==> config.mk <==
export PLATFORM = sky130hd
export DESIGN_NAME = spi_txn_arbiter_flat
export DESIGN_NICKNAME = d
export VERILOG_FILES = /design/src/rtl/spi_txn_arbiter_if.sv /design/src/rtl/spi_txn_arbiter.sv /design/src/flat_wrapper.sv
export SDC_FILE = /design/constraint.sdc
export NUM_CORES = 1
export LEC_CHECK = 0
export CAP_MARGIN = 20
export CORE_MARGIN = 2
export CORE_UTILIZATION = 35
export CTS_CLUSTER_SIZE = 12
export DETAILED_ROUTE_END_ITERATION = 12
export HOLD_SLACK_MARGIN = 0.03
export PLACE_DENSITY = 0.87
export RECOVER_POWER = 100
export SLEW_MARGIN = 10
export SYNTH_ARGS = -nofsm -noshare
export SYNTH_HDL_FRONTEND = slang
export SYNTH_SLANG_ARGS = --single-unit
==> constraint.sdc <==
create_clock -name clk -period 3.8 [get_ports clk]
set_clock_uncertainty 0.2 [all_clocks]
set_input_delay 0.38 -clock clk [delete_from_list [all_inputs] [get_ports clk]]
set_output_delay 0.38 -clock clk [all_outputs]
set_load 0.01 [all_outputs]
==> src/rtl/spi_txn_arbiter_if.sv <==
// spi_txn_arbiter_if
//   Bundles the client-side request/grant signals and the SPI_Interface strobe/data
//   signals that spi_txn_arbiter sits between.
//   modport master : arbiter view (it is the bus master of the SPI core and
//                    the grant master of the clients)
//   modport slave  : environment view (clients plus SPI core)
// Signals
//   req          N_REQ    per-requester transfer request, level, held until ack
//   req_data     8*N_REQ  TX byte, requester i uses [8i+7:8i]
//   req_ctrl     8*N_REQ  CONTROL byte, requester i uses [8i+7:8i]
//   gnt          N_REQ    one-hot current owner, zero when idle
//   ack          N_REQ    1-cycle completion pulse to the owner
//   rx_data      8        received byte, valid in the ack cycle, held until next ack
//   err          1        1-cycle timeout pulse
//   spi_write    1        WRITE strobe to SPI_Interface
//   spi_read     1        READ strobe to SPI_Interface
//   spi_control  8        CONTROL to SPI_Interface
//   spi_tx_data  8        INCOMING_DATA to SPI_Interface
//   spi_rx_data  8        OUTCOMING_DATA from SPI_Interface
//   spi_status   8        STATUS from SPI_Interface, bit0 = BUSY
interface spi_txn_arbiter_if #(
    parameter int unsigned N_REQ = 2
);
    logic [N_REQ-1:0]   req;
    logic [8*N_REQ-1:0] req_data;
    logic [8*N_REQ-1:0] req_ctrl;
    logic [N_REQ-1:0]   gnt;
    logic [N_REQ-1:0]   ack;
    logic [7:0]         rx_data;
    logic               err;
    logic               spi_write;
    logic               spi_read;
    logic [7:0]         spi_control;
    logic [7:0]         spi_tx_data;
    logic [7:0]         spi_rx_data;
    logic [7:0]         spi_status;

    modport master (
        input  req, req_data, req_ctrl, spi_rx_data, spi_status,
        output gnt, ack, rx_data, err, spi_write, spi_read, spi_control, spi_tx_data
    );

    modport slave (
        output req, req_data, req_ctrl, spi_rx_data, spi_status,
        input  gnt, ack, rx_data, err, spi_write, spi_read, spi_control, spi_tx_data
    );
endinterface

==> src/rtl/spi_txn_arbiter.sv <==
// spi_txn_arbiter
//   Shares one master-mode SPI_Interface among N_REQ byte-transfer requesters.
//   Round-robin arbitration, loads TX byte + CONTROL with a WRITE strobe, waits for
//   BUSY to rise and fall, issues a READ strobe, captures the RX byte and returns it
//   to the owner with a 1-cycle ack. All outputs are registered.
// Ports
//   clk   system clock, rising edge
//   clr   asynchronous active-low reset
//   bus   spi_txn_arbiter_if.master (client request/grant side + SPI core side)
// Parameters
//   N_REQ        number of requesters (1..8)
//   TIMEOUT_CYC  cycle limit in WAIT_START/WAIT_DONE (SPI_TIMEOUT_EN builds only)
// Configuration
//   SPI_TIMEOUT_EN  when defined, a stuck wait aborts with err + ack and rx_data 8'hFF;
//                   when undefined the waits are unbounded and err stays 0.
module spi_txn_arbiter #(
    parameter int unsigned N_REQ       = 2,
    parameter int unsigned TIMEOUT_CYC = 1024
) (
    input  logic              clk,
    input  logic              clr,
    spi_txn_arbiter_if.master bus
);
    localparam int unsigned IDX_W = (N_REQ > 1) ? $clog2(N_REQ) : 1;

    typedef enum logic [2:0] {
        StIdle,
        StLoad,
        StWaitStart,
        StWaitDone,
        StRead,
        StCapture
    } state_e;

    state_e             state_q, state_d;
    logic [IDX_W-1:0]   owner_q, owner_d;
    logic [IDX_W-1:0]   rr_q, rr_d;
    logic [IDX_W-1:0]   rr_after_owner;
    logic [N_REQ-1:0]   gnt_q, gnt_d;
    logic [N_REQ-1:0]   ack_q, ack_d;
    logic [7:0]         rx_data_q, rx_data_d;
    logic [7:0]         spi_control_q, spi_control_d;
    logic [7:0]         spi_tx_data_q, spi_tx_data_d;
    logic               spi_write_q, spi_write_d;
    logic               spi_read_q, spi_read_d;
    logic               err_q, err_d;

    logic               busy;
    logic               timeout;
    logic               finish;
    logic               unused_status;

    logic [N_REQ-1:0][7:0] data_arr;
    logic [N_REQ-1:0][7:0] ctrl_arr;
    logic                  win_found;
    logic [IDX_W-1:0]      win_idx;
    logic [7:0]            win_data;
    logic [7:0]            win_ctrl;

    assign busy          = bus.spi_status[0];
    assign unused_status = ^bus.spi_status[7:1];
    assign data_arr      = bus.req_data;
    assign ctrl_arr      = bus.req_ctrl;

    // Round-robin: first pass scans rr_q..N_REQ-1, second pass wraps to 0..rr_q-1.
    always_comb begin
        win_found = 1'b0;
        win_idx   = '0;
        win_data  = '0;
        win_ctrl  = '0;
        for (int pass = 0; pass < 2; pass++) begin
            for (int i = 0; i < int'(N_REQ); i++) begin
                if (!win_found && bus.req[IDX_W'(i)] &&
                    ((pass == 0) == (i >= int'(rr_q)))) begin
                    win_found = 1'b1;
                    win_idx   = IDX_W'(i);
                    win_data  = data_arr[IDX_W'(i)];
                    win_ctrl  = ctrl_arr[IDX_W'(i)];
                end
            end
        end
    end

    assign rr_after_owner = (owner_q == IDX_W'(N_REQ - 1)) ? '0 : owner_q + 1'b1;

`ifdef SPI_TIMEOUT_EN
    localparam int unsigned CNT_W = $clog2(TIMEOUT_CYC + 1);

    logic [CNT_W-1:0] cnt_q, cnt_d;

    // Cleared on entry to WAIT_START (from LOAD) and WAIT_DONE (BUSY seen).
    always_comb begin
        cnt_d = cnt_q + 1'b1;
        if ((state_q == StLoad) || ((state_q == StWaitStart) && busy)) begin
            cnt_d = '0;
        end
    end

    always_ff @(posedge clk or negedge clr) begin
        if (!clr) begin
            cnt_q <= '0;
        end else begin
            cnt_q <= cnt_d;
        end
    end

    assign timeout = (cnt_q == CNT_W'(TIMEOUT_CYC - 1)) &&
                     ((state_q == StWaitStart) || (state_q == StWaitDone));
`else
    localparam int unsigned timeout_cyc_unused = TIMEOUT_CYC;

    assign timeout = 1'b0;
`endif

    always_comb begin
        state_d       = state_q;
        owner_d       = owner_q;
        rr_d          = rr_q;
        gnt_d         = gnt_q;
        ack_d         = '0;
        err_d         = 1'b0;
        rx_data_d     = rx_data_q;
        spi_control_d = spi_control_q;
        spi_tx_data_d = spi_tx_data_q;
        spi_write_d   = 1'b0;
        spi_read_d    = 1'b0;
        finish        = 1'b0;

        unique case (state_q)
            StIdle: begin
                // The ack cycle is skipped so a requester still holding req while
                // it sees ack is not granted twice for one transfer.
                if (win_found && (ack_q == '0)) begin
                    state_d          = StLoad;
                    owner_d          = win_idx;
                    gnt_d            = '0;
                    gnt_d[win_idx]   = 1'b1;
                    spi_tx_data_d    = win_data;
                    spi_control_d    = win_ctrl;
                    spi_write_d      = 1'b1;
                end
            end
            StLoad: begin
                state_d = StWaitStart;
            end
            StWaitStart: begin
                if (busy) begin
                    state_d = StWaitDone;
                end else if (timeout) begin
                    finish = 1'b1;
                end
            end
            StWaitDone: begin
                if (!busy) begin
                    state_d    = StRead;
                    spi_read_d = 1'b1;
                end else if (timeout) begin
                    finish = 1'b1;
                end
            end
            StRead: begin
                state_d = StCapture;
            end
            StCapture: begin
                finish    = 1'b1;
                rx_data_d = bus.spi_rx_data;
            end
            default: begin
                state_d = StIdle;
            end
        endcase

        if (finish) begin
            ack_d[owner_q] = 1'b1;
            rr_d           = rr_after_owner;
            gnt_d          = '0;
            state_d        = StIdle;
            if (state_q != StCapture) begin
                err_d     = 1'b1;
                rx_data_d = 8'hFF;
            end
        end
    end

    always_ff @(posedge clk or negedge clr) begin
        if (!clr) begin
            state_q       <= StIdle;
            owner_q       <= '0;
            rr_q          <= '0;
            gnt_q         <= '0;
            ack_q         <= '0;
            err_q         <= 1'b0;
            rx_data_q     <= 8'h00;
            spi_control_q <= 8'h00;
            spi_tx_data_q <= 8'h00;
            spi_write_q   <= 1'b0;
            spi_read_q    <= 1'b0;
        end else begin
            state_q       <= state_d;
            owner_q       <= owner_d;
            rr_q          <= rr_d;
            gnt_q         <= gnt_d;
            ack_q         <= ack_d;
            err_q         <= err_d;
            rx_data_q     <= rx_data_d;
            spi_control_q <= spi_control_d;
            spi_tx_data_q <= spi_tx_data_d;
            spi_write_q   <= spi_write_d;
            spi_read_q    <= spi_read_d;
        end
    end

    assign bus.gnt         = gnt_q;
    assign bus.ack         = ack_q;
    assign bus.err         = err_q;
    assign bus.rx_data     = rx_data_q;
    assign bus.spi_control = spi_control_q;
    assign bus.spi_tx_data = spi_tx_data_q;
    assign bus.spi_write   = spi_write_q;
    assign bus.spi_read    = spi_read_q;
endmodule
==> src/flat_wrapper.sv <==
// flat-port wrapper written by rule: the top's interface ports become plain ports
module spi_txn_arbiter_flat 
#(
    parameter int unsigned N_REQ       = 2,
    parameter int unsigned TIMEOUT_CYC = 1024
)
  (clk, clr, bus_req, bus_req_data, bus_req_ctrl, bus_spi_rx_data, bus_spi_status, bus_gnt, bus_ack, bus_rx_data, bus_err, bus_spi_write, bus_spi_read, bus_spi_control, bus_spi_tx_data);
  spi_txn_arbiter_if #(.N_REQ(N_REQ)) bus_i ();
  input  logic clk;
  input  logic clr;
  input wire logic [$bits(bus_i.req)-1:0] bus_req;
  input wire logic [$bits(bus_i.req_data)-1:0] bus_req_data;
  input wire logic [$bits(bus_i.req_ctrl)-1:0] bus_req_ctrl;
  input wire logic [$bits(bus_i.spi_rx_data)-1:0] bus_spi_rx_data;
  input wire logic [$bits(bus_i.spi_status)-1:0] bus_spi_status;
  output wire logic [$bits(bus_i.gnt)-1:0] bus_gnt;
  output wire logic [$bits(bus_i.ack)-1:0] bus_ack;
  output wire logic [$bits(bus_i.rx_data)-1:0] bus_rx_data;
  output wire logic [$bits(bus_i.err)-1:0] bus_err;
  output wire logic [$bits(bus_i.spi_write)-1:0] bus_spi_write;
  output wire logic [$bits(bus_i.spi_read)-1:0] bus_spi_read;
  output wire logic [$bits(bus_i.spi_control)-1:0] bus_spi_control;
  output wire logic [$bits(bus_i.spi_tx_data)-1:0] bus_spi_tx_data;
  assign bus_i.req = bus_req;
  assign bus_i.req_data = bus_req_data;
  assign bus_i.req_ctrl = bus_req_ctrl;
  assign bus_i.spi_rx_data = bus_spi_rx_data;
  assign bus_i.spi_status = bus_spi_status;
  assign bus_gnt = bus_i.gnt;
  assign bus_ack = bus_i.ack;
  assign bus_rx_data = bus_i.rx_data;
  assign bus_err = bus_i.err;
  assign bus_spi_write = bus_i.spi_write;
  assign bus_spi_read = bus_i.spi_read;
  assign bus_spi_control = bus_i.spi_control;
  assign bus_spi_tx_data = bus_i.spi_tx_data;
  spi_txn_arbiter #(.N_REQ(N_REQ), .TIMEOUT_CYC(TIMEOUT_CYC)) u_core (.clk(clk), .clr(clr), .bus(bus_i));
endmodule
==> results of run 1 <==
## synth_stat cells
cell      number
nor2b_1        1
inv_1          1
and4bb_2       1
nand2_1        1
nor3_1         1
buf_4          3
buf_6          1
o21ai_0        1
mux2_2        16
and3b_1        1
mux2_4         8
dfrtp_1       31
a21o_2         2
conb_1         1
buf_12         1
nor2_2         1
nand3b_1       2
and3b_2        1
buf_2          1
## layer usage
layer,GRT usage,vias to the layer above
met3,0.0482,7
li1,-,372
met4,0.0788,0
met2,0.226,42
met5,0,-
met1,0.164,395
## report_power, final
group / internal (mW) / switching (mW)
logic: 0.338 / 0.213
registers: 0.486 / 0.0816
clock network: 0.108 / 0.112
total: 0.932 / 0.407
## cells by family after synthesis
| group | Yosys count | synth area share |
|---|---|---|
| buffers and inverters | 7 | 0.0508 |
| AOI/OAI and AO/OA | 3 | 0.0183 |
| DFF | 31 | 0.629 |
| other | 1 | 0.00304 |
| muxes | 24 | 0.244 |
| and+or+nand+nor | 9 | 0.0548 |
## final cells by class
class | instances | area, um^2
inverter | 1 | 3.75
clock buffer | 7 | 65.1
tap | 46 | 57.6
clock inverter | 1 | 7.51
multi-input combinational | 39 | 372
fill | 302 | 1530
sequential | 31 | 776
timing repair buffer | 56 | 554
## worst max-delay path, delay by kind of cell
family / cells / cell delay, ns
and+or+nand+nor: 2 / 0.86
muxes: 1 / 0.41
buffers and inverters: 1 / 0.52
## state kept, by name (all words and copies together), names as in the netlist
| name | cells |
|---|---|
| u_core.state_q | 3 |
| u_core.bus.gnt | 1 |
| u_core.bus.spi_control | 8 |
| u_core.bus.spi_tx_data | 8 |
| u_core.bus.rx_data | 8 |
| u_core.bus.ack | 1 |
| u_core.bus.spi_read | 1 |
| u_core.bus.spi_write | 1 |
## worst min path at each step
stage	cells past startpoint	end	slack, ns
4_1_cts	2	u_core.bus.rx_data[5]	0.22
3_3_place_gp	1	u_core.bus.gnt[0]	0.27
3_5_place_dp	1	u_core.bus.gnt[0]	0.28
6_report	1	u_core.bus.spi_control[3]	0.29
5_1_grt	1	u_core.bus.gnt[0]	0.31
2_1_floorplan	0	u_core.bus.ack[0]	-0.12
==> out/metrics.csv, run 1 <==
metric,value,unit
ys_ff_latch,31,
synth_top_area_share,0.629,
hold_viol,0,
min_from,u_core.bus.spi_control[3],
cp_cell_sequence,"dlygate4sd3_1, nor2b_1, and3b_1, mux2_2",
viasPerCell,4.51,
clock.fmax,463,MHz
routed-wl-met2,1280,um
root_buffer,clkbuf_4,
arrival,2.18,ns
pin_count,83,
grt_pass1_vias,834,
core,3360,um^2
holdBufCountCts,0,
synthesis.instances,75,
drt-total-wl,2480,um
reg2reg_depth,3,
start_util,0.366,
r2r_start,u_core.state_q[0],
layout_common_cells,"dlygate4sd3_1, dfrtp_1, clkdlybuf4s50_1",
cts_tree,yes,
layout-drive-gt1-share,0.215,
synth-seq-area-share,0.629,
route.met3.wl,201,um
clock_latency,0.33,ns
final_util,0.546,
dpl-instance-area,1800,um^2
crit_type,in2reg,
critPathRequiredTime,3.82,ns
via_count,816,
grt_start_max_net_pins,32,
final_area,1840,um^2
grt_overflow,0,
crit_fanout,18,
wl_met1,939,um
power,1.34,mW
stdcell_count,181,
numCtsBuffers,5,
synth_warnings,0,
dieArea,4010,um^2
synth_largest_area_cell,dfrtp_1,
crit_path_top_delay_cell,and3b_1,
outcome,"finished, violations left",
finalSetupViolCount,0,
cts_sinks,31,
grt_use_total,0.141,
drt_iter0_drc,30,
grt_pass1_wl,4270,um
max_stage_delay,0.70,ns
power_density,729,nW/um^2
syn_area_per_cell,16.4,um^2
synth_area_leaders,"dfrtp_1, mux2_2, mux2_4",
cts_setup_buffers,0,
path_clk_slew,0.09,ns
final_nets,186,
dp.cells,173,
cts_max_level,2,
slew_headroom,-0.0506,
port_buffers,55,
regToRegSetupSlack,1.77,ns
cts_buffer_depth,2,
min_period,2.16,ns
first_pass_iters,5,
maxUsedRoutingLayer,met4,
antenna_found_initial,0,
ir_drop,212,uV
hold_class,reg2reg,
final_antenna_net_count,0,
ctsResizeCount,0,
drc,0,
diodes,0,
crit_path_start,bus_req[0],
crit_end,u_core.bus.spi_tx_data[3],
timing.hold.ws,0.287,ns
die_h,63.3,um
syn_to_final_growth,48.9,%
syn_area,1230,um^2
leakage,0.801,nW
dp.final_hpwl,1920,um
die_w,63.3,um
tns,0,ns
slew_viol_final,32,
tightest_slew,1.58,ns
violations,"max-capacitance violations, max-slew violations",
finalCritPeriodShare,0.569,
cp-start-kind,primary input,
post-place-ws,1.21,ns
rsz0062_at_grt,no,
synth_cell_type_count,19,
wire_per_inst,13.7,um
gp_congestion,0.673,
maxCapViolCount,1,
rows,21,
cp-end-kind,flop,
fin_ws,1.64,ns
worst_r2r_endpoint,u_core.bus.spi_tx_data[3],
(Power assumes the default switching activity.)
==> run 2, diff against run 1 <==
Settings changed: CORE_UTILIZATION 35 to 31, PLACE_DENSITY 0.87 to 0.82.
Clock period 3.8 ns to 1.92 ns, I/O delays scaled along.
==> out/metrics.csv, run 2 (synthesis gave the netlist of run 1 again) <==
metric,value,unit,change
outcome,"finished, final reports clean",,
leakage,0.836,nW,+4.3%
ctsResizeCount,0,,unchanged
final_antenna_net_count,0,,unchanged
grt_pass1_wl,3850,um,-9.9%
layout-drive-gt1-share,0.221,,+0.00577
viasPerCell,4.37,,-3.1%
cts_max_level,2,,unchanged
cp-end-kind,flop,,
finalCritPeriodShare,0.890,,
dieArea,4500,um^2,+12%
root_buffer,clkbuf_8,,
die_w,67.1,um,+5.9%
cts_buffer_depth,2,,unchanged
min_period,1.71,ns,
fin_ws,0.211,ns,-1.43 ns
path_clk_slew,0.06,ns,-0.03 ns
start_util,0.329,,-0.0372
cts_sinks,31,,unchanged
hold_viol,0,,unchanged
crit_type,reg2reg,,
grt_overflow,0,,unchanged
power_density,1520,nW/um^2,+110%
clock.fmax,585,MHz,
slew_viol_final,0,,-100%
hold_class,reg2reg,,
crit_path_top_delay_cell,dfrtp_1,,
grt_start_max_net_pins,32,,unchanged
cp-start-kind,flop,,
core,3740,um^2,+11%
critPathRequiredTime,1.89,ns,-1.93 ns
rsz0062_at_grt,no,,
first_pass_iters,2,,-3
layout_common_cells,"dfrtp_1, dlygate4sd3_1, clkdlybuf4s50_1",,
drt-total-wl,2480,um,+0.28%
die_h,67.1,um,+5.9%
dpl-instance-area,1820,um^2,+1.3%
ir_drop,624,uV,+190%
holdBufCountCts,0,,unchanged
cts_setup_buffers,0,,unchanged
grt_pass1_vias,879,,+5.4%
drc,0,,unchanged
tightest_slew,0.748,ns,-0.828 ns
tns,0,ns,unchanged
numCtsBuffers,5,,unchanged
finalSetupViolCount,0,,unchanged
cts_tree,yes,,
dp.cells,176,,+1.7%
cp_cell_sequence,"nor2_1, and3b_1, buf_12, mux2_2",,
stdcell_count,184,,+1.7%
diodes,0,,unchanged
post-place-ws,0.0152,ns,-1.19 ns
rows,22,,+4.8%
dp.final_hpwl,1850,um,-3.7%
gp_congestion,0.686,,+1.9%
final_area,1900,um^2,+3.6%
final_common_cell,dfrtp_1,,
max_stage_delay,0.42,ns,-0.28 ns
clock_latency,0.28,ns,-0.05 ns
antenna_found_initial,0,,unchanged
slew_headroom,0.502,,+0.552
port_buffers,55,,unchanged
syn_to_final_growth,54.3,%,
grt_use_total,0.120,,-0.0206
final_nets,187,,+0.54%
arrival,1.68,ns,-0.50 ns
power,2.89,mW,+120%
crit_fanout,18,,unchanged
pin_count,83,,unchanged
drt_iter0_drc,30,,unchanged
maxCapViolCount,0,,-1
wire_per_inst,13.5,um,-1.4%
via_count,804,,-1.5%
[run 2: cell types whose count changed in the layout (fill, tap and decap cells not counted)]
cell / delta
bufinv_16: +1
buf_12: +1
clkbuf_2: +1
clkbuf_8: +4
clkinvlp_4: -1
clkinv_2: +1
nor2_2: -1
clkdlybuf4s50_1: +2
dlygate4sd3_1: -2
clkbuf_4: -5
nor2_1: +1
clkbuf_1: -1
[run 2: final timing paths]
kind	from	end	slack, ns	cells past startpoint
min in group asynchronous	clr	u_core.bus.spi_control[1]	0.31	2
worst max register to register	u_core.state_q[1]	u_core.bus.spi_tx_data[5]	0.21	4
worst min register to register	u_core.bus.gnt[0]	u_core.bus.gnt[0]	0.27	1
max in group asynchronous	clr	u_core.bus.rx_data[5]	0.73	2
worst min-delay path	u_core.bus.gnt[0]	u_core.bus.gnt[0]	0.27	1
worst max-delay path	u_core.state_q[1]	u_core.bus.spi_tx_data[5]	0.21	4
[run 2: layout make-up]
class / instances / area, um^2
Multi-Input combinational cell: 39 / 369
Clock buffer: 6 / 82.6
Fill cell: 343 / 1840
Tap cell: 48 / 60.1
Inverter: 1 / 3.75
Timing Repair Buffer: 57 / 576
Clock inverter: 2 / 35.0
Sequential cell: 31 / 776
[run 2: worst max-delay path: cells and delay by family, from the launching register on]
family	cells	cell delay, ns
buffers and inverters	1	0.17
AND/OR/NAND/NOR	2	0.46
flip-flops	1	0.42
multiplexers	1	0.34
[run 2: per-stage QoR]
step | hold slack (ns) | util
global route | 0.300 | 0.508
floorplan | -0.304 | -
finish | 0.274 | 0.508
CTS | 0.117 | 0.517
global placement | 0.268 | 0.486
detailed placement | 0.268 | 0.486
[run 2: power by group]
part | switching, mW | internal, mW | leakage (nW)
registers | 0.153 | 0.965 | 0.370
clock network | 0.235 | 0.419 | 0.0612
logic | 0.429 | 0.691 | 0.404
[run 2: per-layer routing]
metal	up-vias	wire, um	track usage
li1	373	-	-
met1	392	932	0.109
met2	36	1320	0.220
met3	3	191	0.0422
met4	0	36	0.0816
met5	-	0	0
